### src/rtl/fifo_pkg.sv
`default_nettype none
// ============================================================================
//  Module      : fifo_pkg
//  Description : Shared constants and width helpers for the synchronous FIFO.
//  Revision    : 1.0 - initial release
// ============================================================================
package fifo_pkg;

    // Read-port behaviour selectors for the FWFT parameter
    localparam int FIFO_MODE_STD  = 0;
    localparam int FIFO_MODE_FWFT = 1;

    // Address width for a storage array of 'depth' entries (never below 1 bit)
    function automatic int fifo_ptr_w(input int depth);
        return (depth > 1) ? $clog2(depth) : 1;
    endfunction

    // Occupancy counter width: must represent 0..depth inclusive
    function automatic int fifo_cnt_w(input int depth);
        return $clog2(depth + 1);
    endfunction

endpackage : fifo_pkg
`default_nettype wire

### src/rtl/fifo_ram.sv
`default_nettype none
// ============================================================================
//  Module      : fifo_ram
//  Description : WIDTH x DEPTH storage array, synchronous write port and
//                asynchronous read port. Contents are intentionally not reset.
//  Revision    : 1.0 - initial release
// ============================================================================
module fifo_ram #(
    parameter int WIDTH = 8,
    parameter int DEPTH = 8,
    parameter int AW    = 3
) (
    input  logic             clk,
    input  logic             i_wr_en,
    input  logic [AW-1:0]    i_wr_addr,
    input  logic [WIDTH-1:0] i_wr_data,
    input  logic [AW-1:0]    i_rd_addr,
    output logic [WIDTH-1:0] o_rd_data
);

    logic [WIDTH-1:0] r_mem [DEPTH];

    // Store write data on accepted writes only; no reset on the array
    always_ff @(posedge clk) begin
        if (i_wr_en) begin
            r_mem[i_wr_addr] <= i_wr_data;
        end
    end

    assign o_rd_data = r_mem[i_rd_addr];

endmodule : fifo_ram
`default_nettype wire

### src/rtl/fifo_sync_param.sv
`default_nettype none
// ============================================================================
//  Module      : fifo_sync_param
//  Description : Parameterised single-clock FIFO with occupancy count,
//                almost-full/almost-empty flags, overflow/underflow pulses and
//                selectable registered-read or first-word-fall-through output.
//  Revision    : 1.0 - initial release
// ============================================================================
module fifo_sync_param
    import fifo_pkg::*;
#(
    parameter int WIDTH     = 8,
    parameter int DEPTH     = 8,
    parameter int AF_THRESH = 6,
    parameter int AE_THRESH = 1,
    parameter int FWFT      = 0
) (
    input  logic                          clk,
    input  logic                          rst,
    input  logic [WIDTH-1:0]              d_in,
    input  logic                          write,
    input  logic                          read,
    output logic [WIDTH-1:0]              d_out,
    output logic                          full,
    output logic                          empty,
    output logic                          almost_full,
    output logic                          almost_empty,
    output logic [fifo_cnt_w(DEPTH)-1:0]  count,
    output logic                          overflow,
    output logic                          underflow
);

    localparam int c_pw = fifo_ptr_w(DEPTH);
    localparam int c_cw = fifo_cnt_w(DEPTH);

    localparam logic [c_pw-1:0] c_ptr_last = c_pw'(DEPTH - 1);
    localparam logic [c_pw-1:0] c_ptr_one  = c_pw'(1);
    localparam logic [c_cw-1:0] c_cnt_one  = c_cw'(1);
    localparam logic [c_cw-1:0] c_cnt_full = c_cw'(DEPTH);

    // ------------------------------------------------------------------
    // Parameter legality, checked at elaboration
    // ------------------------------------------------------------------
    if ((DEPTH < 2) || ((DEPTH & (DEPTH - 1)) != 0)) begin : g_err_depth
        $error("fifo_sync_param: DEPTH must be a power of two >= 2");
    end
    if (AE_THRESH >= AF_THRESH) begin : g_err_thresh
        $error("fifo_sync_param: AE_THRESH must be below AF_THRESH");
    end
    if (WIDTH < 1) begin : g_err_width
        $error("fifo_sync_param: WIDTH must be >= 1");
    end

    logic [c_pw-1:0]  r_wr_ptr;
    logic [c_pw-1:0]  r_rd_ptr;
    logic [c_cw-1:0]  r_count;
    logic             r_overflow;
    logic             r_underflow;
    logic             w_full;
    logic             w_empty;
    logic             w_rd_acc;
    logic             w_wr_acc;
    logic [WIDTH-1:0] w_rd_data;

    // Status flags decode the registered count only
    assign w_full       = (r_count == c_cnt_full);
    assign w_empty      = (r_count == '0);
    assign full         = w_full;
    assign empty        = w_empty;
    assign almost_full  = (int'(r_count) >= AF_THRESH);
    assign almost_empty = (int'(r_count) <= AE_THRESH);
    assign count        = r_count;
    assign overflow     = r_overflow;
    assign underflow    = r_underflow;

    // A read while full frees a slot in the same cycle, so the write may proceed
    assign w_rd_acc = read && !w_empty;
    assign w_wr_acc = write && (!w_full || read);

    fifo_ram #(
        .WIDTH (WIDTH),
        .DEPTH (DEPTH),
        .AW    (c_pw)
    ) u_ram (
        .clk       (clk),
        .i_wr_en   (w_wr_acc),
        .i_wr_addr (r_wr_ptr),
        .i_wr_data (d_in),
        .i_rd_addr (r_rd_ptr),
        .o_rd_data (w_rd_data)
    );

    // Pointer advance with explicit wrap at the last entry
    always_ff @(posedge clk or negedge rst) begin
        if (!rst) begin
            r_wr_ptr <= '0;
            r_rd_ptr <= '0;
        end else begin
            if (w_wr_acc) begin
                r_wr_ptr <= (r_wr_ptr == c_ptr_last) ? '0 : r_wr_ptr + c_ptr_one;
            end
            if (w_rd_acc) begin
                r_rd_ptr <= (r_rd_ptr == c_ptr_last) ? '0 : r_rd_ptr + c_ptr_one;
            end
        end
    end

    // Occupancy tracks accepted writes minus accepted reads
    always_ff @(posedge clk or negedge rst) begin
        if (!rst) begin
            r_count <= '0;
        end else begin
            case ({w_wr_acc, w_rd_acc})
                2'b10:   r_count <= r_count + c_cnt_one;
                2'b01:   r_count <= r_count - c_cnt_one;
                default: r_count <= r_count;
            endcase
        end
    end

    // Rejected requests produce a single-cycle pulse on the following cycle
    always_ff @(posedge clk or negedge rst) begin
        if (!rst) begin
            r_overflow  <= 1'b0;
            r_underflow <= 1'b0;
        end else begin
            r_overflow  <= write && !w_wr_acc;
            r_underflow <= read && !w_rd_acc;
        end
    end

    // ------------------------------------------------------------------
    // Read data path
    // ------------------------------------------------------------------
    if (FWFT == FIFO_MODE_FWFT) begin : g_fwft
        // Head entry is visible whenever data is present; zero when empty
        assign d_out = w_empty ? '0 : w_rd_data;
    end else begin : g_std
        logic [WIDTH-1:0] r_d_out;

        // Capture the head entry on an accepted read, otherwise hold
        always_ff @(posedge clk or negedge rst) begin
            if (!rst) begin
                r_d_out <= '0;
            end else if (w_rd_acc) begin
                r_d_out <= w_rd_data;
            end
        end

        assign d_out = r_d_out;
    end

endmodule : fifo_sync_param
`default_nettype wire

### config.mk
export PLATFORM = sky130hd
export DESIGN_NAME = fifo_sync_param
export DESIGN_NICKNAME = d
export VERILOG_FILES = /design/src/rtl/fifo_pkg.sv /design/src/rtl/fifo_ram.sv /design/src/rtl/fifo_sync_param.sv
export SDC_FILE = /design/constraint.sdc
export NUM_CORES = 1
export LEC_CHECK = 0
export ABC_CLOCK_PERIOD_IN_PS = 3050
export CELL_PAD_IN_SITES_DETAIL_PLACEMENT = 1
export CELL_PAD_IN_SITES_GLOBAL_PLACEMENT = 1
export CORE_ASPECT_RATIO = 0.9
export CORE_MARGIN = 4
export CORE_UTILIZATION = 48
export CTS_CLUSTER_DIAMETER = 30
export DETAILED_ROUTE_END_ITERATION = 6
export GPL_ROUTABILITY_DRIVEN = 0
export PLACE_DENSITY = 0.78
export SYNTH_ARGS = -nofsm -noshare
export SYNTH_HDL_FRONTEND = slang
export SYNTH_SLANG_ARGS = --single-unit
### constraint.sdc
create_clock -name clk -period 3.05 [get_ports clk]
set_clock_uncertainty 0.2 [all_clocks]
set_input_delay 0.4575 -clock clk [delete_from_list [all_inputs] [get_ports clk]]
set_output_delay 0.4575 -clock clk [all_outputs]
set_load 0.01 [all_outputs]
==> flow_metrics.py <==
metrics = {
    "final_layout": {
        "final_cell_mix": "edfxtp_1 (64), clkdlybuf4s50_1 (29), mux2_2 (22)",
        "synthToLayoutAreaGrowth_pct": 19.0,
        "n_fill_cell": 673,
        "diodes": 0,
        "layout-drive-gt1-share_pct": 20.2,
        "final_common_cell": "edfxtp_1",
        "final_core_util_pct": 58.9,
        "final_nets": 284,
    },
    "setup_path": {
        "cp-end-kind": "output port",
        "cp_max_fo": 7,
        "cp-start-kind": "flop",
        "critPathRequiredTime_ns": 2.39,
        "arrival_ns": 2.03,
        "crit_type": "flop to output port",
    },
    "timing": {
        "tightestPinTransition_ns": 0.774,
        "rsz0062_at_grt": "no",
        "layout_min_cycle_time_ns": 2.68,
        "finalSetupTns_ns": 0,
        "slew_viol_final": 0,
        "fmax_mhz": 373,
        "post-route-period-util_pct": 88.0,
        "finalSetupViolCount": 0,
        "hold_violations": 0,
        "slew_headroom_pct": 48.3,
    },
    "power": {
        "power_density_mw_per_mm2": 933,
        "p_leak_uw": 0.00154,
        "max-vdd-ir-drop_uv": 484,
    },
    "clock_network": {
        "clock_tree.buffer_depth": 2,
        "path_clk_slew_ns": 0.09,
        "clock_sink_count": 84,
        "root_buffer": "clkbuf_8",
        "htreeDepth": 3,
        "clkLatencyLatePin_ns": 0.36,
        "cts_tree": "yes",
        "cts_made_buffers": 9,
    },
    "floorplanning": {
        "start_util_pct": 49.5,
        "coreArea_sq_mm": 0.00704,
        "die_w_um": 97.8,
        "fp.dieH_um": 88.8,
        "ioPinCount": 30,
        "num_rows": 29,
        "die_area_sq_mm": 0.00869,
    },
    "outcome": {
        "status": "complete, no violations",
    },
    "synth": {
        "syn_inst": 216,
        "syn_nets": 238,
        "yosys.area_share.simple_pct": 4.49,
        "ys_warn_count": 0,
        "synth_fa_ha_area_share_pct": 3.59,
        "syn_area_sq_mm": 0.00348,
        "yosysSeqAreaShare_pct": 69.5,
        "synth_compound_area_share_pct": 7.33,
        "synth-xor-area-share_pct": 1.01,
        "synth_top_family_by_area": "multiplexers",
        "synth_area_per_cell_sq_um": 16.1,
        "muxShareOfSynthArea_pct": 12.0,
        "yosysUniqueCellTypes": 31,
        "ys_seq_elements": 84,
    },
    "global_route": {
        "grt_max_degree": 36,
        "globalRouteTotalUtil_pct": 18.8,
        "antenna_found_initial": 0,
        "grt_pass1_wl_mm": 11.9,
        "grt_pass1_vias": 2146,
        "grt-ovfl-total": 0,
    },
    "worst_hold_path": {
        "hold_path_class": "primary input to async pin",
    },
    "run": {
        "drv_cap": 0,
    },
    "route": {
        "ant_nets": 0,
        "firstDrtPassIters": 4,
        "drt_iter0_markers": 93,
        "vias": 1979,
        "drcViolationCount": 0,
        "viasPerCell": 5.50,
        "wl_mm": 7.75,
        "wire_per_inst_um": 21.5,
    },
    "placement": {
        "io_buffer_count": 29,
        "hpwl_mm": 5.37,
    },
}
## power by group
group	leakage [uW]	internal (uW)	total (uW)	switching, uW
sequential	0.000823	1490	1670	180
clock	0.0000915	383	774	390
combinational	0.000621	689	1420	731
total	0.00154	2570	3870	1300
## timing repair
| item | 4_1_cts | 5_1_grt |
|---|---|---|
| resized for setup | 0 | 1 |
| setup buffers | 0 | 0 |
| setup endpoints to repair | 0 | 1 |
| hold buffers | 0 | 0 |
## critical path, stage by stage (launching register included)
cell             delay [ns]
dfrtp_1                0.46
inv_1                  0.14
ha_1                   0.18
nor3b_2                0.30
clkdlybuf4s50_1        0.61
## path summary, 6_finish.rpt
check | from | to | slack, ns | cells past startpoint
setup / recovery | count[0] | empty | 0.37 | 4
hold / removal | rst | r_rd_ptr[2] | 0.25 | 2
setup reg to reg | count[0] | count[3] | 0.38 | 8
hold reg to reg | d_out[7] | d_out[7] | 0.32 | 2
max in group asynchronous | rst | d_out[4] | 2.16 | 2
min in group clk | d_out[7] | d_out[7] | 0.32 | 2
## layer usage
metal  wire, um  global-route usage [%]
met1       3330                    22.1
met2       4010                    34.2
met3        254                    4.49
met4        155                    6.79
met5          0                       0
## metrics by stage
stage	instance area (sq um)	std cells	worst slack (ns)	power (uW)	hold slack, ns
detailed placement	3950	344	0.293	3140	0.314
global placement	3950	344	0.370	3040	0.291
CTS	4140	360	0.102	3910	0.243
global route	4150	360	0.192	4090	0.271
finish	4150	360	0.366	3870	0.249
floorplan	3480	216	0.504	2530	-0.0381
## cell usage after synthesis
cell,instances,area (sq um)
mux2i_1,17,170
or4b_1,1,10.0
clkbuf_1,2,7.51
o22ai_1,8,50.1
a21oi_2,1,8.76
nand4b_1,1,8.76
o211ai_1,1,7.51
nor3b_1,1,7.51
nand3b_1,1,7.51
buf_4,4,30.0
buf_6,1,11.3
a22o_1,8,70.1
nor2b_1,1,6.26
nor2_1,8,30.0
nor4_1,1,6.26
nor3_1,5,25.0
nand2b_1,5,31.3
mux2_2,22,248
and2_1,1,6.26
xor2_1,2,17.5
buf_1,1,3.75
ha_1,10,125
o21ai_2,1,8.76
edfxtp_1,64,1920
o31ai_1,8,60.1
dfrtp_1,20,500
and3_1,1,6.26
nand2_1,3,11.3
o21ai_0,10,50.1
xnor2_1,2,17.5
inv_1,5,18.8
## flip-flops by register name, indices dropped and copies added (netlist names)
name         count
u_ram.r_mem     64
d_out            8
count            4
r_rd_ptr         3
overflow         1
underflow        1
r_wr_ptr         3
## cell type report
class / instances / area (sq um) / area share, %
Clock buffer: 11 / 131 / 3.17
Clock inverter: 5 / 61.3 / 1.48
Inverter: 5 / 18.8 / 0.453
Multi-Input combinational cell: 119 / 1000 / 24.1
Sequential cell: 84 / 2420 / 58.4
Tap cell: 93 / 116 / 2.81
Timing Repair Buffer: 43 / 395 / 9.54
## cells by family after synthesis
logic type / Yosys count
xor gates and xnor gates: 4
DFF: 84
muxes: 39
buffers and inverters: 13
adders and majority gates: 10
and+or+nand+nor: 29
AOI/OAI and AO/OA: 37
No activity file was read; power rests on OpenSTA's default activity.
